<file path="src/rtl/testio_slave.sv">
// Target end of the bit-serial testio link: deserialises a request frame, replays it
// as one mem_if transaction and serialises the ack/data response back onto the line.
module testio_slave #(
    parameter logic [15:0] TID       = 16'h0,
    parameter int          TIMEOUT_W = 8
) (
    input  logic        ti_clk_i,
    input  logic        ti_rst_i,
    input  logic        ti_dat_i,
    output logic        ti_dat_o,
    output logic        ti_dat_oen,
    output logic        ti_busy_o,
    output logic [7:0]  ti_err_cnt_o,
    output logic        mem_if_req_valid,
    input  logic        mem_if_req_ready,
    output logic [86:0] mem_if_req,
    input  logic        mem_if_resp_valid,
    output logic        mem_if_resp_ready,
    input  logic [50:0] mem_if_resp
);

    typedef enum logic [3:0] {
        IDLE, RX, REQ, WAIT, TX_TURN, TX_START, TX_ACK, TX_DATA, TX_PAR, TX_STOP
    } state_t;

    localparam logic [TIMEOUT_W-1:0] TMO_ONE = 1;

    state_t               state, state_nx;
    logic [6:0]           bit_cnt;
    logic [67:0]          shift;
    logic                 wr, par, ack;
    logic [TIMEOUT_W-1:0] tmo;
    logic [31:0]          rdata;
    logic                 rpar;
    logic                 dout_nx, oen_nx;
    logic [6:0]           pay_len, stop_idx;
    logic                 rx_last, tmo_sat, send_data;
    logic                 unused_resp;

    function automatic logic [7:0] sat_inc(input logic [7:0] v);
        return (v == 8'hFF) ? v : v + 8'd1;
    endfunction

    // Bit 0 of a frame is W, so the payload length is only meaningful from bit 1 on.
    assign pay_len     = wr ? 7'd69 : 7'd33;
    assign stop_idx    = pay_len + 7'd1;
    assign rx_last     = (state == RX) && (bit_cnt == stop_idx);
    assign tmo_sat     = &tmo;
    assign send_data   = ~wr & ack;
    assign unused_resp = ^mem_if_resp[50:32];

    assign ti_busy_o         = (state != IDLE);
    assign mem_if_req_valid  = (state == REQ);
    assign mem_if_resp_ready = (state == WAIT);
    assign mem_if_req = {wr ? 3'd1 : 3'd0, TID,
                         wr ? shift[67:36] : shift[31:0],
                         wr ? shift[35:32] : 4'hF,
                         wr ? shift[31:0]  : 32'h0};

    always_comb begin
        state_nx = state;
        case (state)
            IDLE:     if (!ti_dat_i) state_nx = RX;
            RX: begin
                if (rx_last) begin
                    if (!ti_dat_i)  state_nx = IDLE;
                    else if (par)   state_nx = TX_TURN;
                    else            state_nx = REQ;
                end
            end
            REQ:      if (mem_if_req_ready) state_nx = WAIT;
            WAIT:     if (mem_if_resp_valid || tmo_sat) state_nx = TX_TURN;
            TX_TURN:  state_nx = TX_START;
            TX_START: state_nx = TX_ACK;
            TX_ACK:   state_nx = send_data ? TX_DATA : TX_PAR;
            TX_DATA:  if (bit_cnt == 7'd31) state_nx = TX_PAR;
            TX_PAR:   state_nx = TX_STOP;
            TX_STOP:  state_nx = IDLE;
            default:  state_nx = IDLE;
        endcase

        // Line outputs are registered, so they are decoded from the state being entered.
        dout_nx = 1'b1;
        oen_nx  = 1'b1;
        case (state_nx)
            TX_TURN:  oen_nx = 1'b0;
            TX_START: begin oen_nx = 1'b0; dout_nx = 1'b0; end
            TX_ACK:   begin oen_nx = 1'b0; dout_nx = ack; end
            TX_DATA:  begin oen_nx = 1'b0; dout_nx = (state == TX_DATA) ? rdata[30] : rdata[31]; end
            TX_PAR:   begin oen_nx = 1'b0; dout_nx = ack ^ (send_data & rpar); end
            TX_STOP:  oen_nx = 1'b0;
            default:  ;
        endcase
    end

    always_ff @(posedge ti_clk_i or posedge ti_rst_i) begin
        if (ti_rst_i) begin
            state        <= IDLE;
            ti_dat_o     <= 1'b1;
            ti_dat_oen   <= 1'b1;
            ti_err_cnt_o <= 8'h00;
            bit_cnt      <= 7'd0;
            shift        <= 68'h0;
            wr           <= 1'b0;
            par          <= 1'b0;
            ack          <= 1'b0;
            tmo          <= '0;
        end else begin
            state      <= state_nx;
            ti_dat_o   <= dout_nx;
            ti_dat_oen <= oen_nx;
            case (state)
                IDLE: begin
                    bit_cnt <= 7'd0;
                    par     <= 1'b0;
                end
                RX: begin
                    bit_cnt <= bit_cnt + 7'd1;
                    if (bit_cnt == 7'd0) wr <= ti_dat_i;
                    if (bit_cnt != 7'd0 && bit_cnt < pay_len) shift <= {shift[66:0], ti_dat_i};
                    if (bit_cnt < stop_idx) par <= par ^ ti_dat_i;
                    if (rx_last) begin
                        if (!ti_dat_i) begin
                            ti_err_cnt_o <= sat_inc(ti_err_cnt_o);
                        end else if (par) begin
                            ack          <= 1'b0;
                            ti_err_cnt_o <= sat_inc(ti_err_cnt_o);
                        end
                    end
                end
                REQ: tmo <= '0;
                WAIT: begin
                    // A response arriving on the timeout cycle still counts as an ack.
                    if (mem_if_resp_valid) begin
                        ack <= 1'b1;
                    end else if (tmo_sat) begin
                        ack          <= 1'b0;
                        ti_err_cnt_o <= sat_inc(ti_err_cnt_o);
                    end else begin
                        tmo <= tmo + TMO_ONE;
                    end
                end
                TX_ACK:  bit_cnt <= 7'd0;
                TX_DATA: bit_cnt <= bit_cnt + 7'd1;
                default: ;
            endcase
        end
    end

    // Read data shifts out MSB first; its parity is captured before shifting starts.
    always_ff @(posedge ti_clk_i) begin
        if (state == WAIT && mem_if_resp_valid) begin
            rdata <= mem_if_resp[31:0];
            rpar  <= ^mem_if_resp[31:0];
        end else if (state == TX_DATA) begin
            rdata <= {rdata[30:0], 1'b0};
        end
    end

endmodule

</file>
<file path="config.mk">
export PLATFORM = sky130hd
export DESIGN_NAME = testio_slave
export DESIGN_NICKNAME = d
export VERILOG_FILES = /design/src/rtl/testio_slave.sv
export SDC_FILE = /design/constraint.sdc
export NUM_CORES = 1
export LEC_CHECK = 0
export BUFFER_PORTS_ARGS = -buffer_cell sky130_fd_sc_hd__buf_2
export CORE_ASPECT_RATIO = 1.75
export CORE_MARGIN = 5
export CORE_UTILIZATION = 49
export DETAILED_ROUTE_END_ITERATION = 8
export PLACE_DENSITY = 0.74
export SYNTH_ARGS = -nofsm -noshare
export SYNTH_HDL_FRONTEND = slang
export SYNTH_SLANG_ARGS = --single-unit
</file>
<file path="constraint.sdc">
create_clock -name ti_clk_i -period 3.2 [get_ports ti_clk_i]
set_input_delay 0.16 -clock ti_clk_i [delete_from_list [all_inputs] [get_ports ti_clk_i]]
set_output_delay 0.16 -clock ti_clk_i [all_outputs]
set_load 0.02 [all_outputs]
</file>
After elaboration in Yosys (flattened, before gate mapping)
Cells that the tools add are included.

cells by class
  $add $sub $neg = 4
  order comparisons = 2
  equal/unequal tests = 26
  mux-type cells = 38
  bitwise logic cells = 5
  reductions and logical operators = 24

operator list
  cell                 count
  $mux 32              4
  $mux 8               8
  $pmux 4 s9           1
  $eq 4x3->1 const B   8
  $pmux 8 s2           2
  $reduce_xor 32->1    1
  $mux 4               7
  $add 8x1->8 const B  2
  $add 7x1->7 const B  2
  $lt 7x7->1           2
  $pmux 7 s2           1
  $eq 4x4->1 const B   3
  $ne 2x2->1 const B   5
  $reduce_and 5->1     2
  $reduce_bool 2->1    5
  $mux 1               9
  $eq 4x2->1 const B   2
  $eq 8x8->1 const B   1
  $reduce_and 8->1     1
  $eq 7x5->1 const B   1
  $eq 7x7->1           1
  $logic_not 7->1      1
  $mux 7               1
  $reduce_bool 7->1    1
  18 further kinds     28

storage, ports and cells
  flip-flop bits (word level) = 133
  input port bits = 56
  output and inout port bits = 100
  word-level logic and storage cells = 111

Longest topological paths before layout
  depth after elaboration = 9
  gate-level depth with buffers = 12
  depth with buffers taken out = 8

Least setup slack after synthesis
OpenSTA, ideal clock, no wires.

  path type = reg-to-reg
  start point = register state[1]
  end point = register rdata[0], enable pin
  arrival = 2.885 ns
  path slack = -0.146 ns
  cell stages (with the launch flop) = 4
  path buffers = 1
  period minus slack after synthesis = 3.346 ns
  cell sequence = dfrtp_1 > clkbuf_4 > nand2_1 > nor3_1

on the way
  word-level cells in the longest chain between the ends = 3
  elaborated cells between the ends (all ways) = 4
  classes of those cells = eq/ne (2); reduce/logical (2)

ends and longest elaborated chain
  what                           RTL line  source
  start, declared                28        state_t state, state_nx;
  start signal, assigned         109       state <= state_nx;
  $eq 4x2->1                     152       if (state == WAIT && mem_if_resp_valid) begin
  $logic_and 1x1->1              152
  $reduce_bool 2->1 (no line) *  --
  end signal, assigned           153       rdata <= mem_if_resp[31:0];
  end signal, assigned           156       rdata <= {rdata[30:0], 1'b0};
  end, declared                  33        logic [31:0] rdata;

Every way passes the cells marked *; elsewhere a longest branch is shown, timed or not.
A chain may end at the register's enable or synchronous reset.

Worst setup path after layout
  start point = register bit_cnt[2]
  end point = register shift[33]

on the way
  word-level cells in the longest chain between the ends = 3
  elaborated cells between the ends (all ways) = 4
  classes of those cells = order compare (1); reduce/logical (3)

ends and longest elaborated chain
  what                                             RTL line  source
  start, declared                                  29        logic [6:0] bit_cnt;
  start signal, assigned                           118       bit_cnt <= bit_cnt + 7'd1;
  start signal, assigned                           144       TX_DATA: bit_cnt <= bit_cnt + 7'd1;
  $lt 7x7->1 or $reduce_bool 7->1 (tied branches)  120       if (bit_cnt != 7'd0 && bit_cnt < pay_len) shift <= {shift[66:0], ti_dat_i};
  $logic_and 1x1->1 *                              120
  $reduce_and 2->1 (no line) *                     --
  end signal, assigned                             120
  end, declared                                    30        logic [67:0] shift;

Marked as above.

==> run summary <==
- **number of distinct library cells after synthesis** 65
- **clk root buf** sky130_fd_sc_hd__clkbuf_16
- **latest clock arrival within the worst-skew pair** 0.40 ns
- **worst-case headroom to the max-slew limit** 0.442
- **number of storage elements in the synthesis netlist** 133
- **global-route wire length before repair** 22400 µm
- **grt met3 use** 0.0456
- **count of endpoints failing hold in the final timing report** 0
- **critical path data required time** 3.49 ns
- **Crit path arrival time** 3.02 ns
- **proportion of netlist area held by the largest area contributor** 0.357
- **pin count of the biggest net entering global routing** 73
- **H-tree levels** 4
- **count of fill cells added during filler insertion** 1142
- **diodes inserted** 0
- **slowest stage delay, CP** 0.47 ns
- **dpl cells** 820
- **Synth Instances** 543
- **post-CTS clock slew at the launch and capture registers of the worst setup and hold paths** 0.06 ns
- **final-report max-slew violation count** 0
- **RSZ-0062 raised after global routing** false
- **width of the die** 99.5 µm
- **Final GP Congestion** 0.852
- **cell area after technology mapping** 6870 µm²
- **worst-path cell chain** ha_1 > a2111oi_0 > nor2b_1 > o21ai_1 > nand2_1 > a211oi_4 > buf_12 > mux2_2
- **global-route usage over all layers** 0.166
- **pwr/cell area** 819 nW/µm²
- **final setup fails** 0
- **Pre-antenna DRT Iters** 4
- **HPWL reported at the end of detailed placement** 9800 µm
- **most heavily used metal layer in global routing** met2
- **type of the worst setup path** flip-flop to flip-flop
- **Largest delay share family, worst path** compound AO/OA/AOI/OAI gates
- **# clock sinks** 133
- **portion of the post-synthesis area used by sequential elements** 0.509
- **non-filler instance count after layout** 852
- **boundary pin count** 156
- **layout-stage area growth over the synthesis result** 18.7%
- **drt initial violations** 105
- **CP endpoint kind** flip-flop
- **leading cell types by total area after synthesis** sky130_fd_sc_hd__dfrtp_1, sky130_fd_sc_hd__mux2_2, sky130_fd_sc_hd__edfxtp_1, sky130_fd_sc_hd__xnor2_1, sky130_fd_sc_hd__mux2_1
- **antenna violations before repair** 0
- **crit path time final** 2.73 ns
- **detailed-route vias per instance** 5.22
- **skew final** 0.00789 ns
- **highest fanout seen on the critical path** 68
- **highest-delay cell along the critical path** sky130_fd_sc_hd__dfrtp_1
- **Worst IR Drop VDD** 0.000481 V
- **Die Height** 167 µm
- **Pleak** 3.91 nW
- **Max Clk Rate** 0.366 GHz
- **predominant post-synthesis flop cell** sky130_fd_sc_hd__dfrtp_1
- **total wirelength of the detailed-routed design** 13500 µm
- **run status** finished, final reports clean
- **post-synthesis cell type with the largest combined area** sky130_fd_sc_hd__dfrtp_1
- **synthesis warning total** 0
- **starting density of the core** 0.496
- **routed length per placed instance** 15.8 µm
- **area of the placeable core** 13800 µm²
- **Port Buf Inserts** 118
- **Num CTS Buffers** 17
- **vias in the first global route** 4702
- **number of enable flip-flop cells after synthesis** 33
- **average size of a mapped cell** 12.6 µm²
- **number of buffers on the longest clock path** 2
- **Post-synth ARST share** 0.752
- **final critical-path share of the clock period** 0.853
- **Die Outline Area** 16600 µm²
- **Antenna Violating Nets Remaining** 0
- **met1 GRT Util** 0.183
- **nets** 729
- **met2 Use GR** 0.298
- **Worst Hold Class** input port to flip-flop
- **total congestion overflow** 0
- **sum of negative setup slack** 0 ns
- **critical path buffer and inverter count** 1
- **vias after detailed routing** 4444
- **nature of the critical path startpoint** flip-flop
- **pin slew with the least headroom to its limit** 0.837 ns
- **CTS tree** yes
- **MaxCap Viol Count** 0
- **layout cell share with drive strength beyond 1** 0.431
- **# rows** 57
- **DRC violation count after routing** 0
[final cells by class]
cell class	instances	area, µm²	share of cell area
repair buffers	125	658	0.0807
clock buffers	17	425	0.0522
inverters	11	43.8	0.00537
clock inverters	14	175	0.0215
flip-flops and latches	133	3500	0.429
multi-input cells	375	3130	0.384
well taps	177	221	0.0272
[synthesized netlist by cell type, types with 2 or more instances]
cell	number
sky130_fd_sc_hd__mux2_2	114
sky130_fd_sc_hd__dfrtp_1	98
sky130_fd_sc_hd__xnor2_1	37
sky130_fd_sc_hd__edfxtp_1	33
sky130_fd_sc_hd__and2_1	32
sky130_fd_sc_hd__nand2_1	30
sky130_fd_sc_hd__buf_4	22
sky130_fd_sc_hd__mux2_1	20
sky130_fd_sc_hd__nor2_1	20
sky130_fd_sc_hd__o21ai_0	12
sky130_fd_sc_hd__ha_1	10
sky130_fd_sc_hd__inv_1	10
sky130_fd_sc_hd__clkbuf_1	8
sky130_fd_sc_hd__xor2_1	8
sky130_fd_sc_hd__nand4_1	7
sky130_fd_sc_hd__nand3_1	6
sky130_fd_sc_hd__and3_1	5
sky130_fd_sc_hd__nand2b_1	5
sky130_fd_sc_hd__buf_2	4
sky130_fd_sc_hd__nor3_1	4
sky130_fd_sc_hd__buf_6	3
sky130_fd_sc_hd__nand3b_1	3
sky130_fd_sc_hd__o31ai_1	3
sky130_fd_sc_hd__a21oi_1	2
sky130_fd_sc_hd__buf_1	2
sky130_fd_sc_hd__clkbuf_4	2
sky130_fd_sc_hd__dfstp_2	2
sky130_fd_sc_hd__mux2i_1	2
sky130_fd_sc_hd__nand2b_2	2
sky130_fd_sc_hd__nor4_1	2
[timing repair]
item	in CTS	in global routing
hold buffers	1	0
endpoints found under the hold margin	67	0
gates resized for setup	0	0
buffers inserted	0	0
[cell families after synthesis]
family | count (synthesis) | share of synthesized area
DFF | 133 | 0.509
xor gates and xnor gates | 45 | 0.0574
adders and majority gates | 10 | 0.0182
and+or+nand+nor | 131 | 0.108
other | 1 | 0.000546
AOI/OAI and AO/OA | 35 | 0.0384
buffers and inverters | 52 | 0.0455
muxes | 136 | 0.223
[final timing paths]
kind	from	slack, ns	endpoint	cells past startpoint
setup / recovery	bit_cnt[2]	0.47	shift[33]	8
setup reg to reg	bit_cnt[2]	0.47	shift[33]	8
hold reg to reg	shift[67]	0.50	shift[67]	1
hold / removal	mem_if_resp[6]	0.08	rdata[6]	2
min in group asynchronous	ti_rst_i	0.47	bit_cnt[5]	3
max in group asynchronous	ti_rst_i	1.95	ti_dat_oen	4
[state kept, by name (all words and copies together), names as in the netlist]
signal / count
ti_err_cnt_o: 8
ack: 1
wr: 1
rdata: 32
rpar: 1
shift: 68
par: 1
tmo: 8
state: 4
ti_dat_oen: 1
bit_cnt: 7
ti_dat_o: 1
[power by group]
group	internal, mW	switching (mW)	leakage (nW)
clock	1.23	0.747	0.295
sequential	1.99	0.259	1.65
combinational	1.03	1.42	1.96
[placed cells by master, fill, tap and decap left out, drive strengths merged, types with 7 or more instances in the layout]
cell type,Yosys,layout
mux2,134,134
buf,31,124
dfrtp,98,98
xnor2,37,37
edfxtp,33,33
and2,32,32
nand2,30,30
nor2,20,20
conb,1,18
clkbuf,10,17
inv,11,16
o21ai,13,13
ha,10,10
xor2,8,8
nand4,7,7
nand2b,7,7
[worst register-to-register path, delay by kind of cell (launching register included)]
kind	cells	cell delay, ns
adders and majority gates	1	0.36
AOI/OAI and AO/OA	3	0.79
buffers and inverters	1	0.35
muxes	1	0.42
and+or+nand+nor	2	0.24
DFF	1	0.47
[metrics by stage]
step | util | power (mW) | setup WS (ns) | area (µm²) | hold slack (ns)
2_1_floorplan | - | 4.22 | 0.425 | 6940 | 0.295
3_3_place_gp | 0.545 | 4.67 | 0.582 | 7540 | 0.402
3_5_place_dp | 0.545 | 4.75 | 0.467 | 7540 | 0.391
4_1_cts | 0.589 | 6.75 | 0.459 | 8160 | 0.0636
5_1_grt | 0.589 | 7.06 | 0.226 | 8160 | 0.0683
6_report | 0.589 | 6.68 | 0.470 | 8160 | 0.0826
[layer usage]
metal  vias up  share of wire
met4         0          0.019
met3        18          0.061
met2       127           0.54
met1      2167           0.38
met5         -              0
li1       2132              -
Power figures use the tool's default switching activity.
